--- src/rtl/router_pkt_tx.sv ---
// Packet source for the 1x3 router input port: buffers a request's payload,
// then drives header, payload and parity on the router bus under busy back-pressure.
module router_pkt_tx #(
    parameter int MAX_LEN = 63
) (
    input  logic        clock,
    input  logic        reset,
    input  logic        req_valid,
    output logic        req_ready,
    input  logic [1:0]  req_addr,
    input  logic [5:0]  req_len,
    input  logic        pl_valid,
    output logic        pl_ready,
    input  logic [7:0]  pl_data,
    input  logic        busy,
    output logic        pkt_valid,
    output logic [7:0]  data_out,
    output logic        req_err,
    output logic        tx_done,
    output logic [15:0] tx_count
);

    typedef enum logic [2:0] {
        S_IDLE,
        S_COLLECT,
        S_HEADER,
        S_PAYLOAD,
        S_PARITY,
        S_TAIL
    } state_t;

    state_t      state_reg;
    logic [1:0]  addr_reg;
    logic [5:0]  len_reg;
    logic [5:0]  wr_cnt_reg;
    logic [5:0]  rd_idx_reg;
    logic [7:0]  parity_reg;
    logic        pkt_valid_reg;
    logic [7:0]  data_out_reg;
    logic        req_err_reg;
    logic        tx_done_reg;
    logic [15:0] tx_count_reg;

    logic [7:0]  mem [0:MAX_LEN];
    logic [7:0]  header;
    logic        wr_en;

    assign header    = {len_reg, addr_reg};
    assign req_ready = (state_reg == S_IDLE);
    assign pl_ready  = (state_reg == S_COLLECT) && (wr_cnt_reg < len_reg);
    assign wr_en     = pl_valid && pl_ready;

    assign pkt_valid = pkt_valid_reg;
    assign data_out  = data_out_reg;
    assign req_err   = req_err_reg;
    assign tx_done   = tx_done_reg;
    assign tx_count  = tx_count_reg;

    // Payload storage carries no reset so it can map onto RAM.
    always_ff @(posedge clock) begin
        if (wr_en) begin
            mem[wr_cnt_reg] <= pl_data;
        end
    end

    always_ff @(posedge clock or posedge reset) begin
        if (reset) begin
            state_reg     <= S_IDLE;
            addr_reg      <= 2'd0;
            len_reg       <= 6'd0;
            wr_cnt_reg    <= 6'd0;
            rd_idx_reg    <= 6'd0;
            parity_reg    <= 8'd0;
            pkt_valid_reg <= 1'b0;
            data_out_reg  <= 8'd0;
            req_err_reg   <= 1'b0;
            tx_done_reg   <= 1'b0;
            tx_count_reg  <= 16'd0;
        end else begin
            req_err_reg <= 1'b0;
            tx_done_reg <= 1'b0;
            case (state_reg)
                S_IDLE: begin
                    pkt_valid_reg <= 1'b0;
                    data_out_reg  <= 8'd0;
                    if (req_valid) begin
                        if (req_addr == 2'd3) begin
                            req_err_reg <= 1'b1;
                        end else begin
                            addr_reg   <= req_addr;
                            len_reg    <= req_len;
                            parity_reg <= {req_len, req_addr};
                            wr_cnt_reg <= 6'd0;
                            state_reg  <= S_COLLECT;
                        end
                    end
                end
                S_COLLECT: begin
                    if (len_reg == 6'd0) begin
                        data_out_reg  <= header;
                        pkt_valid_reg <= 1'b1;
                        state_reg     <= S_HEADER;
                    end else if (wr_en) begin
                        parity_reg <= parity_reg ^ pl_data;
                        wr_cnt_reg <= wr_cnt_reg + 6'd1;
                        if (wr_cnt_reg + 6'd1 == len_reg) begin
                            data_out_reg  <= header;
                            pkt_valid_reg <= 1'b1;
                            state_reg     <= S_HEADER;
                        end
                    end
                end
                S_HEADER: begin
                    if (!busy) begin
                        if (len_reg != 6'd0) begin
                            data_out_reg <= mem[0];
                            rd_idx_reg   <= 6'd1;
                            state_reg    <= S_PAYLOAD;
                        end else begin
                            data_out_reg  <= parity_reg;
                            pkt_valid_reg <= 1'b0;
                            state_reg     <= S_PARITY;
                        end
                    end
                end
                S_PAYLOAD: begin
                    // Index advances only on a consumed byte, so stalls never skip data.
                    if (!busy) begin
                        if (rd_idx_reg < len_reg) begin
                            data_out_reg <= mem[rd_idx_reg];
                            rd_idx_reg   <= rd_idx_reg + 6'd1;
                        end else begin
                            data_out_reg  <= parity_reg;
                            pkt_valid_reg <= 1'b0;
                            state_reg     <= S_PARITY;
                        end
                    end
                end
                S_PARITY: begin
                    if (!busy) begin
                        data_out_reg <= 8'd0;
                        state_reg    <= S_TAIL;
                    end
                end
                S_TAIL: begin
                    // Holding here while busy lets the router finish its parity check.
                    if (!busy) begin
                        tx_done_reg  <= 1'b1;
                        tx_count_reg <= tx_count_reg + 16'd1;
                        state_reg    <= S_IDLE;
                    end
                end
                default: state_reg <= S_IDLE;
            endcase
        end
    end

endmodule
--- config.mk ---
export PLATFORM = sky130hd
export DESIGN_NAME = router_pkt_tx
export DESIGN_NICKNAME = d
export VERILOG_FILES = /design/src/rtl/router_pkt_tx.sv
export SDC_FILE = /design/constraint.sdc
export NUM_CORES = 1
export LEC_CHECK = 0
export ABC_AREA = 1
export BUFFER_PORTS_ARGS = -buffer_cell sky130_fd_sc_hd__buf_4
export CORE_UTILIZATION = 25
export DETAILED_ROUTE_END_ITERATION = 10
export HOLD_SLACK_MARGIN = 0.12
export PLACE_DENSITY_LB_ADDON = 0.25
export SLEW_MARGIN = 5
export SYNTH_ARGS = -nofsm -noshare
export SYNTH_HDL_FRONTEND = slang
export SYNTH_SLANG_ARGS = --single-unit
--- constraint.sdc ---
create_clock -name clock -period 3.7 [get_ports clock]
set_input_delay 0.185 -clock clock [delete_from_list [all_inputs] [get_ports clock]]
set_output_delay 0.185 -clock clock [all_outputs]
set_load 0.005 [all_outputs]
==> summary.md, run 1 <==
| Metric | Value |
|---|---|
| Synth Cell Area | 24400 sq um |
| Pre-Repair DR Iteration Count | 5 |
| Fraction of layout cells with a size suffix above 1 | 9.90% |
| Vias in the first global route | 16900 |
| Peak VDD IR | 0.398 mV |
| Crit Path Max Fanout | 10 |
| CP peak stage delay | 710 ps |
| Cells after Synth | 2257 |
| Max-cap violations | 0 |
| Synth-to-Final Area Change | 17.8% |
| Starting Density | about 25% |
| Row count | 114 |
| CTS tree | built |
| Detailed Route Iter0 Violations | 1441 |
| Clock Latency Late Sink | about 620 ps |
| Number of setup violations in the final report | 0 |
| Total GRT Usage | 14.6% |
| Multi-input gate area | ~6600 sq um |
| Nets | 2381 |
| Fmax | around 330 MHz |
| Warnings, synthesis | 0 |
| Hold Vio Cnt, Final | 0 |
| H-tree depth | 3 |
| Max stage delay cell, worst path | nor2_1 |
| Post-route ant nets | 0 |
| Port bufs | 49 |
| Main synth FF type | edfxtp_1 |
| Post-Route WL | 72500 microns |
| Setup TNS | 0 ps |
| Switching power share of the total | 37.2% |
| DR vias | ~17000 |
| Synth top area share | 62.9% |
| Largest net degree at the start of global routing | 76 |
| Count leader, synth | edfxtp_1 |
| Leak pwr | 10.4 nW |
| WP data required | 3920 ps |
| Crit start category | flip-flop |
| Setup slack after layout | between 600 and 700 ps |
| Max reg flops | 512 |
| Async set-reset flop share out of synthesis | 10.2% |
| Worst setup path class | flip-flop to flip-flop |
| Worst slew pin tran | 1000 ps |
| Register area share after synthesis | 68.9% |
| Die width | 315 microns |
| Hold Crit Class | input port to flip-flop |
| Final min period | 3040 ps |
| Reg clk slew, reported paths | 60 ps |
| Clock share of power | 31.3% |
| Flop pwr share | 36.3% |
| Reg-to-Reg Start | len_reg[5]$_DFFE_PP0P_ |
| Synth Register Bits | 570 |
| Largest area contributor in the netlist | edfxtp_1 |
| Final hold slack | 130 ps |
| Pre-CTS setup slack | 660 ps |
| Critical R2R Capture | mem[60][3]$_DFFE_PP_ |
| Initial antenna violation count | 2 |
| Number of CTS-inserted buffers | 66 |
| Cell Pwr Density | between 700 and 800 nW/um^2 |
| Skew final | 32.4 ps |
| Internal power | 13.1 mW |
| Nature of the critical path endpoint | flip-flop |
| Syn nets | 2292 |
| Flop-to-flop setup slack | between 600 and 700 ps |
| Core area | 96700 sq um |
| # DRC | 0 |
| R2R cell count | 10 |
| Final instance area | between 20000 and 30000 sq um |
| Crit-path cells | inv_1 > ha_1 > a21o_1 > a21oi_1 > nand3_1 > inv_2 > nand2_2 > clkinv_1 > nand2_1 > nor2_1 |
| DP HPWL | 46000 microns |
| Root buf cell | clkbuf_16 |
| Fill cell count | between 10000 and 15000 |
| WP depth | 10 |
| CP arrival | around 3300 ps |
| Distinct cells, synth | 42 |
| Clk buf depth | 3 |
| Fin crit share | 82.2% |
| Final cell count without fillers | 3672 |
| DP Area | 26500 sq um |
| Outcome | finished, final reports clean |
| Crit path capture | mem[60][3]$_DFFE_PP_ |
| NetSw | 7.74 mW |
| Comb pwr share | 32.4% |
| Synth area leaders | edfxtp_1 (63%), nor2_1 (7.3%), nand2_1 (6.1%) |
| Critical Path Source | len_reg[5]$_DFFE_PP0P_ |
| Die ar. | 99000 sq um |
| FF/Latch Area | 16800 sq um |
| Worst Path Buf+Inv | 3 |
| IO Count | 50 |
| Post-synth EDFFs | between 500 and 600 |
| Top cells by count, synth | edfxtp_1 (512), nor2_1 (475), nand2_1 (399), o21ai_0 (217), nand3_1 (142) |
| CTS Sinks | 570 |
| Die Ht | 315 microns |
| Syn_area_per_cell | 10.8 sq um |
| Slew headroom | 33.0% |
| Postcts setup bufs | 0 |
| Slew Viols, Final | 0 |
| Wire per inst | 19.7 microns |
| Via density | about 4.6 |
| Placed Instances | between 3000 and 4000 |
| Final Wtd Congestion | 0.896 |
| RSZ-0062 raised after global routing | no |
| Total grt overflow | 0 |
| Delay-heaviest family, CP | simple AND/OR/NAND/NOR gates |
| First-pass GRT wire length | 108000 microns |
logic make-up after synthesis:
group / Yosys count / share of synthesized area [%]
adder cells (fa/ha/maj): 14 / 0.717
flip-flops: 570 / 68.9
AND/OR/NAND/NOR: 1058 / 17.5
buffers and inverters: 241 / 4.18
AO/OA/AOI/OAI: 349 / 7.90
XOR/XNOR: 25 / 0.896
worst min-delay path by stage:
stage,startpoint,to,slack [ps],cells after the start
after floorplan,pl_data[0],mem[0][0]$_DFFE_PP_,280,0
after global placement,reset,tx_count[15]$_DFFE_PP0P_,320,2
after detailed placement,reset,tx_count[15]$_DFFE_PP0P_,330,2
after CTS,pl_data[6],mem[52][6]$_DFFE_PP_,120,1
after global routing,pl_data[6],mem[52][6]$_DFFE_PP_,120,1
final,pl_data[6],mem[52][6]$_DFFE_PP_,130,1
cell usage in the layout, fill, tap and decap left out, types with 5 or more instances in the layout:
master	Yosys	layout
a21oi_1	53	53
buf_12	0	8
buf_4	3	110
bufinv_16	0	7
clkbuf_1	42	9
clkbuf_16	0	68
clkinv_1	6	22
clkinv_2	0	9
dfrtp_1	58	56
dlygate4sd3_1	0	14
edfxtp_1	512	512
ha_1	14	14
inv_1	119	117
inv_2	5	5
nand2_1	399	399
nand3_1	142	142
nand4_1	12	12
nor2_1	475	475
nor2_2	6	6
nor3_1	15	15
o211ai_1	52	52
o21ai_0	217	217
o21ai_1	10	10
xor2_1	21	21
routing by layer:
layer | global-route usage [%] | wire length (microns) | vias up
li1 | - | - | 7919
met1 | 19.9 | 32700 | 8267
met2 | 23.4 | 33500 | 479
met3 | 2.92 | 4370 | 111
met4 | 4.26 | 1860 | 2
met5 | 0 | 13 | -
power by group through the flow:
stage	logic [mW]	clock network (mW)	registers [mW]
after floorplan	4.25	0	7.53
after global placement	6.70	0	7.67
after detailed placement	6.69	0	7.68
after CTS	6.74	6.66	7.55
after global routing	7.46	6.88	7.58
final	6.75	6.51	7.55
worst register-to-register path, stage by stage (launching register included):
cell	delay, ps
dfrtp_1	410
inv_1	160
ha_1	270
a21o_1	170
a21oi_1	130
nand3_1	100
inv_2	80
nand2_2	50
clkinv_1	150
nand2_1	440
nor2_1	710
final cells by class:
type / instances / share of cell area (%)
flip-flops and latches: 570 / 58.5
clock inverters: 39 / 1.40
multi-input cells: 1446 / 22.9
clock buffers: 78 / 6.07
well taps: 1276 / 5.54
diodes: 1 / 0.00869
repair buffers: 132 / 3.91
inverters: 130 / 1.72
per-stage QoR:
stage               power (mW)  util, %
detailed placement        14.4     27.4
floorplan                 11.8        -
finish                    20.8     29.8
global route              21.9     29.8
global placement          14.4     27.4
CTS                       20.9     29.8
repair_timing:
item                      in CTS  in global routing
gates resized for setup        0                  0
hold buffers                  14                  0
hold endpoints to repair      56                  0
Note: power is estimated with default switching activity, not from simulation.
==> run 2, diff against run 1 <==
Settings changed: ABC_AREA 1 to 0.
Clock period 3.7 ns to 2.8 ns, I/O delays scaled along.
==> summary.md, run 2 <==
| Metric | Value |
|---|---|
| Outcome | finished, final reports clean (unchanged) |
| NetSw | 7.31 mW (was 7.74 mW) |
| Wire per inst | 22.0 microns (was 19.7 microns) |
| Peak VDD IR | 0.544 mV (was 0.398 mV) |
| H-tree depth | 2 (was 3) |
| CP peak stage delay | 860 ps (was 710 ps) |
| Wire length on met1 | 28100 microns (was 32700 microns) |
| CTS Sinks | 570 (unchanged) |
| Slew Viols, Final | 0 (unchanged) |
| Cell Pwr Density | 868 nW/um^2 (was 722 nW/um^2) |
| Clk buf depth | 3 (unchanged) |
| Post-route ant nets | 0 (unchanged) |
| Synth Area in Compound Gates | 5.58% (was 7.90%) |
| Core area | 91800 sq um (was 96700 sq um) |
| Commonest non-fill, non-tap cell in the layout | edfxtp_1 (unchanged) |
| Multi-input gate area | 6000 sq um (was 6590 sq um) |
| Largest net degree at the start of global routing | 67 (was 76) |
| CP arrival | 3270 ps (about the same) |
| Main synth FF type | edfxtp_1 (unchanged) |
| Fraction of the mapped netlist area in adder cells | 0.756% (was 0.717%) |
| Synth Cell Area | 23200 sq um (was 24400 sq um) |
| DR vias | 12900 (was 16800) |
| Fraction of layout cells with a size suffix above 1 | 25.3% (was 9.90%) |
| Clock Latency Late Sink | 630 ps (was 620 ps) |
| Cells after Synth | 1331 (was 2257) |
| Starting Density | 25.2% (was 25.3%) |
| Initial antenna violation count | 2 (unchanged) |
| Switching power share of the total | 30.0% (was 37.2%) |
| Distinct cells, synth | 59 (was 42) |
| Total grt overflow | 0 (unchanged) |
| Root buf cell | clkbuf_16 (unchanged) |
| Flop pwr share | 40.5% (was 36.3%) |
| Warnings, synthesis | 0 (unchanged) |
| Nets | 1563 (was 2381) |
| Worst slew pin tran | 978 ps (was 1000 ps) |
| Comb pwr share | 27.3% (was 32.4%) |
| Fill cell count | 9020 (was 10000) |
| Largest area contributor in the netlist | edfxtp_1 (unchanged) |
| Final min period | 2710 ps (was 3040 ps) |
| Number of setup violations in the final report | 0 (unchanged) |
| Nature of the critical path endpoint | flip-flop (unchanged) |
| Delay-heaviest family, CP | simple AND/OR/NAND/NOR gates (unchanged) |
| FF/Latch Area | 16800 sq um (unchanged) |
| Die width | 306 microns (was 315 microns) |
| Count leader, synth | edfxtp_1 (unchanged) |
| Overall Power | 24.4 mW (was 20.8 mW) |
| Synth top area share | 66.3% (was 62.9%) |
| Crit-path cells | buf_4 > nor2_1 > nand2_1 > o22ai_1 > nor4_1 > a221oi_1 > nand3_1 > a22o_1 (was inv_1 > ha_1 > a21o_1 > a21oi_1 > nand3_1 > inv_2 > nand2_2 > clkinv_1 > nand2_1 > nor2_1) |
| Post-Synth XOR/XNOR Area | 0.831% (was 0.896%) |
| Worst setup path class | flip-flop to flip-flop (unchanged) |
| Port bufs | 49 (unchanged) |
| Syn_area_per_cell | 17.4 sq um (was 10.8 sq um) |
| Vias in the first global route | 13400 (was 16900) |
| Post-Route Utilization | 30.6% (was 29.8%) |
| Die Ht | 306 microns (was 315 microns) |
| # DRC | 0 (unchanged) |
| Syn nets | 1366 (was 2292) |
| Top cells by count, synth | edfxtp_1 (512), mux4_2 (95), mux2i_1 (67), nor2_1 (61) (was edfxtp_1 (512), nor2_1 (475), nand2_1 (399), o21ai_0 (217), nand3_1 (142)) |
| Row count | 111 (was 114) |
| Max stage delay cell, worst path | nor4_1 (was nor2_1) |
| Final Wtd Congestion | 0.817 (was 0.896) |
| Detailed Route Iter0 Violations | 1052 (was 1441) |
| WP data required | 3360 ps (was 3920 ps) |
| Fmax | 370 MHz (was 329 MHz) |
| Synth Register Bits | 570 (unchanged) |
| Synth-to-Final Area Change | 21.1% (was 17.8%) |
| Total GRT Usage | 13.2% (was 14.6%) |
| CTS tree | built (unchanged) |
| Die ar. | 93900 sq um (was 99000 sq um) |
| Mux contribution to synthesized area | 12.6% (was 0%) |
| Hold Crit Class | input port to flip-flop (unchanged) |
| Post-synth EDFFs | 512 (unchanged) |
| Number of CTS-inserted buffers | 57 (was 66) |
| DP HPWL | 39800 microns (was 46000 microns) |
| Crit Path Max Fanout | 8 (was 10) |
| Antenna Cells | 0 (was 1) |
| Register area share after synthesis | 72.6% (was 68.9%) |
| Max reg flops | 512 (unchanged) |
| Async set-reset flop share out of synthesis | 10.2% (unchanged) |
| Synth Area in Simple Gates | 6.07% (was 17.5%) |
| Max-cap violations | 0 (unchanged) |
| DR WL met3 | 2960 microns (was 4370 microns) |
| RSZ-0062 raised after global routing | no (unchanged) |
| Fin crit share | 96.6% (was 82.2%) |
| Most frequent cells in the layout | edfxtp_1 (512), buf_4 (182), mux4_2 (95) (was edfxtp_1 (512), nor2_1 (475), nand2_1 (399)) |
| Worst Path Buf+Inv | 1 (was 3) |
| Leak pwr | 9.20 nW (was 10.4 nW) |
| Metal2 WL | 29500 microns (was 33500 microns) |
| Skew final | 42.0 ps (was 32.4 ps) |
| First-pass GRT wire length | 93200 microns (was 108000 microns) |
| Crit start category | flip-flop (unchanged) |
| Clock share of power | 32.1% (was 31.3%) |
| Via density | 4.60 (was 4.57) |
| Slew headroom | 34.2% (was 33.0%) |
| IO Count | 50 (unchanged) |
| Internal power | 17.1 mW (was 13.1 mW) |
| Top Layer Used | met5 (unchanged) |
| Hold Vio Cnt, Final | 0 (unchanged) |
| Reg clk slew, reported paths | 70 ps (was 60 ps) |
| Largest family of logic cells by synthesized area | multiplexers (was simple AND/OR/NAND/NOR gates) |
| Synth area leaders | edfxtp_1 (66%), mux4_2 (9.2%), dfrtp_1 (6.3%) (was edfxtp_1 (63%), nor2_1 (7.3%), nand2_1 (6.1%)) |
| Pre-Repair DR Iteration Count | 5 (unchanged) |
| Post-Route WL | 62000 microns (was 72500 microns) |
## run 2: changes by cell type in the layout (fill, tap and decap cells not counted), sizes merged, moves of 60 or more
cell | previous run | this run
a22oi | 0 | 60
inv | 126 | 13
nand2 | 402 | 60
mux4 | 0 | 95
o21ai | 229 | 23
buf | 118 | 189
mux2i | 0 | 67
nor2 | 482 | 61
nand3 | 143 | 40
## run 2: kinds of logic (layout without fill, tap and decap cells)
family	after synthesis	in the layout
compound gates	184	184
xor+xnor	22	22
fa+ha+maj	14	14
buf+inv	87	327
flops	570	570
mux	171	171
simple gates	283	283
## run 2: area by class of cell
type / count / share of cell area [%]
Sequential cell: 570 / 60.0
Multi-Input combinational cell: 674 / 21.4
Timing Repair Buffer: 212 / 6.19
Tap cell: 1243 / 5.54
Clock buffer: 64 / 5.25
Clock inverter: 38 / 1.49
Inverter: 13 / 0.174
## run 2: worst paths after layout
kind	start	to	slack [ps]	cells after the start
hold / removal	pl_data[5]	mem[55][5]$_DFFE_PP_	120	1
hold reg to reg	tx_count[15]$_DFFE_PP0P_	tx_count[15]$_DFFE_PP0P_	480	1
min in group asynchronous	reset	tx_count[0]$_DFFE_PP0P_	660	4
setup / recovery	rd_idx_reg[3]$_DFFE_PP0P_	data_out[4]$_DFFE_PP0P_	90	8
max in group asynchronous	reset	rd_idx_reg[0]$_DFFE_PP0P_	1120	5
setup reg to reg	rd_idx_reg[3]$_DFFE_PP0P_	data_out[4]$_DFFE_PP0P_	90	8
## run 2: metrics by stage
| stage | setup WS [ps] | hold WS, ps | cell area (sq um) | std cells | TNS, ps |
|---|---|---|---|---|---|
| floorplan | 213 | 239 | 23200 | 1331 | 0 |
| global placement | -103 | 176 | 25900 | 2688 | -103 |
| detailed placement | -78.1 | 188 | 25900 | 2688 | -78.1 |
| CTS | 36.0 | 141 | 28100 | 2813 | 0 |
| global route | 11.1 | 155 | 28100 | 2814 | 0 |
| finish | 94.8 | 123 | 28100 | 2814 | 0 |
## run 2: power groups by stage
stage          clock network, mW  logic, mW  registers [mW]
6_report                    7.83       6.66            9.87
5_1_grt                     8.33       7.17            9.89
2_1_floorplan                  0       4.25            9.90
3_5_place_dp                   0       6.61            10.0
4_1_cts                     8.05       6.75            9.86
3_3_place_gp                   0       6.61            10.0
## run 2: layer usage
metal	track usage [%]	vias to the layer above
li1	-	5755
met1	18.4	6788
met2	21.6	321
met3	1.77	74
met4	3.67	2
met5	0	-
## run 2: what timing repair did
action	CTS	global route
hold buffers	23	0
setup buffers	0	1
endpoints found under the setup margin	1	51
resized for setup	1	2
hold endpoints to repair	113	0
==> run 3, diff against run 2 <==
Settings changed: RECOVER_POWER set to 100.
==> summary.md, run 3 (synthesized netlist as in run 2, its figures left out) <==
| Metric | Value |
|---|---|
| Pre-Repair DR Iteration Count | 5 (unchanged) |
| Final Wtd Congestion | 0.817 (unchanged) |
| R2R cell count | 9 (was 8) |
| Clk buf depth | 3 (unchanged) |
| CP arrival | 3270 ps (about the same) |
| Cell Pwr Density | 873 nW/um^2 (was 868 nW/um^2) |
| Fraction of layout cells with a size suffix above 1 | 24.8% (was 25.3%) |
| CTS Sinks | 570 (unchanged) |
| Reg clk slew, reported paths | 70 ps (about the same) |
| Outcome | finished, violations left (was finished, final reports clean) |
| Flop pwr share | 40.6% (was 40.5%) |
| Overall Power | 24.3 mW (was 24.4 mW) |
| Switching power share of the total | 30.0% (about the same) |
| WP data required | 3360 ps (about the same) |
| Initial antenna violation count | 2 (unchanged) |
| Hold Crit Class | input port to flip-flop (unchanged) |
| Vias in the first global route | 13400 (unchanged) |
| Wire per inst | 22.0 microns (about the same) |
| Core area | 91800 sq um (unchanged) |
| Critical Path Source | rd_idx_reg[2]$_DFFE_PP0P_ (was rd_idx_reg[3]$_DFFE_PP0P_) |
| Number of setup violations in the final report | 0 (unchanged) |
| Fill cell count | 9067 (was 9020) |
| DP HPWL | 39800 microns (unchanged) |
| Post-route ant nets | 0 (unchanged) |
| # DRC | 0 (unchanged) |
| DR vias | 12900 (about the same) |
| CTS tree | built (unchanged) |
| Number of CTS-inserted buffers | 57 (unchanged) |
| H-tree depth | 2 (unchanged) |
| Internal power | 17.0 mW (was 17.1 mW) |
| Die ar. | 93900 sq um (unchanged) |
| Slew Viols, Final | 468 (was 0) |
| Total grt overflow | 0 (unchanged) |
| Slew headroom | -14.1% (was 34.2%) |
| Max-cap violations | 7 (was 0) |
| FF/Latch Area | 16800 sq um (unchanged) |
| Reg-to-Reg Start | rd_idx_reg[2]$_DFFE_PP0P_ (was rd_idx_reg[3]$_DFFE_PP0P_) |
| Nature of the critical path endpoint | flip-flop (unchanged) |
| RSZ-0062 raised after global routing | no (unchanged) |
| Total GRT Usage | 13.2% (unchanged) |
| Fmax | 369 MHz (was 370 MHz) |
| Comb pwr share | 27.2% (was 27.3%) |
| NetSw | 7.30 mW (was 7.31 mW) |
| Largest net degree at the start of global routing | 67 (unchanged) |
| Max reg flops | 512 (unchanged) |
| Antenna Cells | 0 (unchanged) |
| First-pass GRT wire length | 93200 microns (unchanged) |
| Root buf cell | clkbuf_16 (unchanged) |
| Hold Startpoint | req_valid (was pl_data[5]) |
| Detailed Route Iter0 Violations | 1069 (was 1052) |
| Die Ht | 306 microns (unchanged) |
| Peak VDD IR | 0.545 mV (was 0.544 mV) |
| Leak pwr | 9.10 nW (was 9.20 nW) |
| Post-Route WL | 61800 microns (was 62000 microns) |
| Final hold slack | 390 ps (was 123 ps) |
| Crit start category | flip-flop (unchanged) |
| Row count | 111 (unchanged) |
| Die width | 306 microns (unchanged) |
| Failing checks | capacitance limit, slew limit |
| Skew final | 43.8 ps (was 42.0 ps) |
| Starting Density | 25.2% (unchanged) |
| Port bufs | 49 (unchanged) |
| Via density | 4.59 (was 4.60) |
| Fin crit share | 96.7% (was 96.6%) |
| Synth-to-Final Area Change | 20.3% (was 21.1%) |
| Placed Instances | 2688 (unchanged) |
| Final cell count without fillers | 2814 (unchanged) |
| Crit Path Max Fanout | 10 (was 8) |
| Nets | 1563 (unchanged) |
| Hold Vio Cnt, Final | 0 (unchanged) |
| Final min period | 2710 ps (about the same) |
| Worst setup path class | flip-flop to flip-flop (unchanged) |
| Multi-input gate area | 6000 sq um (unchanged) |
| Most frequent cells in the layout | edfxtp_1 (512), mux4_2 (95), buf_4 (76) (was edfxtp_1 (512), buf_4 (182), mux4_2 (95)) |
| IO Count | 50 (unchanged) |
| Clock Latency Late Sink | 630 ps (about the same) |
| Clock share of power | 32.2% (was 32.1%) |
| Worst slew pin tran | 1710 ps (was 978 ps) |
| Hold Path Stages | 4 (was 1) |
| Commonest non-fill, non-tap cell in the layout | edfxtp_1 (unchanged) |
-- run 3: changes by cell type in the layout (fill, tap and decap cells not counted), moves of 8 or more --
cell      delta
clkbuf_1     +8
buf_4      -106
clkbuf_4    +35
clkbuf_2    +62
-- run 3: layout make-up --
| cell class | count | area share (%) |
|---|---|---|
| Multi-Input combinational cell | 674 | 21.5 |
| Clock buffer | 64 | 5.29 |
| Timing Repair Buffer | 212 | 5.56 |
| Inverter | 13 | 0.175 |
| Clock inverter | 38 | 1.50 |
| Tap cell | 1243 | 5.58 |
| Sequential cell | 570 | 60.4 |
-- run 3: timing repair --
| action | in CTS | in global routing |
|---|---|---|
| gates cloned | 0 | 0 |
| gates resized for setup | 1 | 2 |
| hold buffers | 23 | 0 |
| setup buffers | 0 | 1 |
| pin swaps | 0 | 0 |
| endpoints found under the hold margin | 113 | 0 |
| endpoints found under the setup margin | 1 | 51 |
-- run 3: final timing paths --
| kind | to | slack, ps |
|---|---|---|
| min | req_err$_DFF_PP0_ | 390 |
| max reg2reg | data_out[4]$_DFFE_PP0P_ | 90 |
| max | data_out[4]$_DFFE_PP0P_ | 90 |
| max in group asynchronous | rd_idx_reg[0]$_DFFE_PP0P_ | 840 |
| min reg2reg | tx_count[15]$_DFFE_PP0P_ | 470 |
| min in group asynchronous | tx_count[0]$_DFFE_PP0P_ | 800 |
-- run 3: through the flow --
stage / setup slack [ps] / cell area, sq um / utilization (%) / TNS (ps)
2_1_floorplan: 213 / 23200 / - / 0
3_3_place_gp: -103 / 25900 / 28.2 / -103
3_5_place_dp: -78.1 / 25900 / 28.2 / -78.1
4_1_cts: 36.0 / 28100 / 30.6 / 0
5_1_grt: 9.80 / 27900 / 30.4 / 0
6_report: 92.4 / 27900 / 30.4 / 0
-- run 3: critical path: stages (launching register included) --
cell,delay (ps)
dfrtp_1,400
clkbuf_4,200
nor2b_1,160
buf_4,180
a22oi_1,220
a21oi_1,140
nor4_1,840
a221oi_1,200
nand3_1,160
a22o_1,120
-- run 3: layer usage --
metal	share of wire, %	track usage [%]
met5	0.021	0
met4	2.4	3.67
met3	4.1	1.77
met2	47	21.6
met1	46	18.4
-- run 3: power groups by stage --
stage / combinational, mW / clock, mW / sequential [mW]
floorplan: 4.25 / 0 / 9.90
global placement: 6.61 / 0 / 10.0
detailed placement: 6.61 / 0 / 10.0
CTS: 6.75 / 8.05 / 9.86
global route: 7.14 / 8.33 / 9.90
finish: 6.63 / 7.84 / 9.87
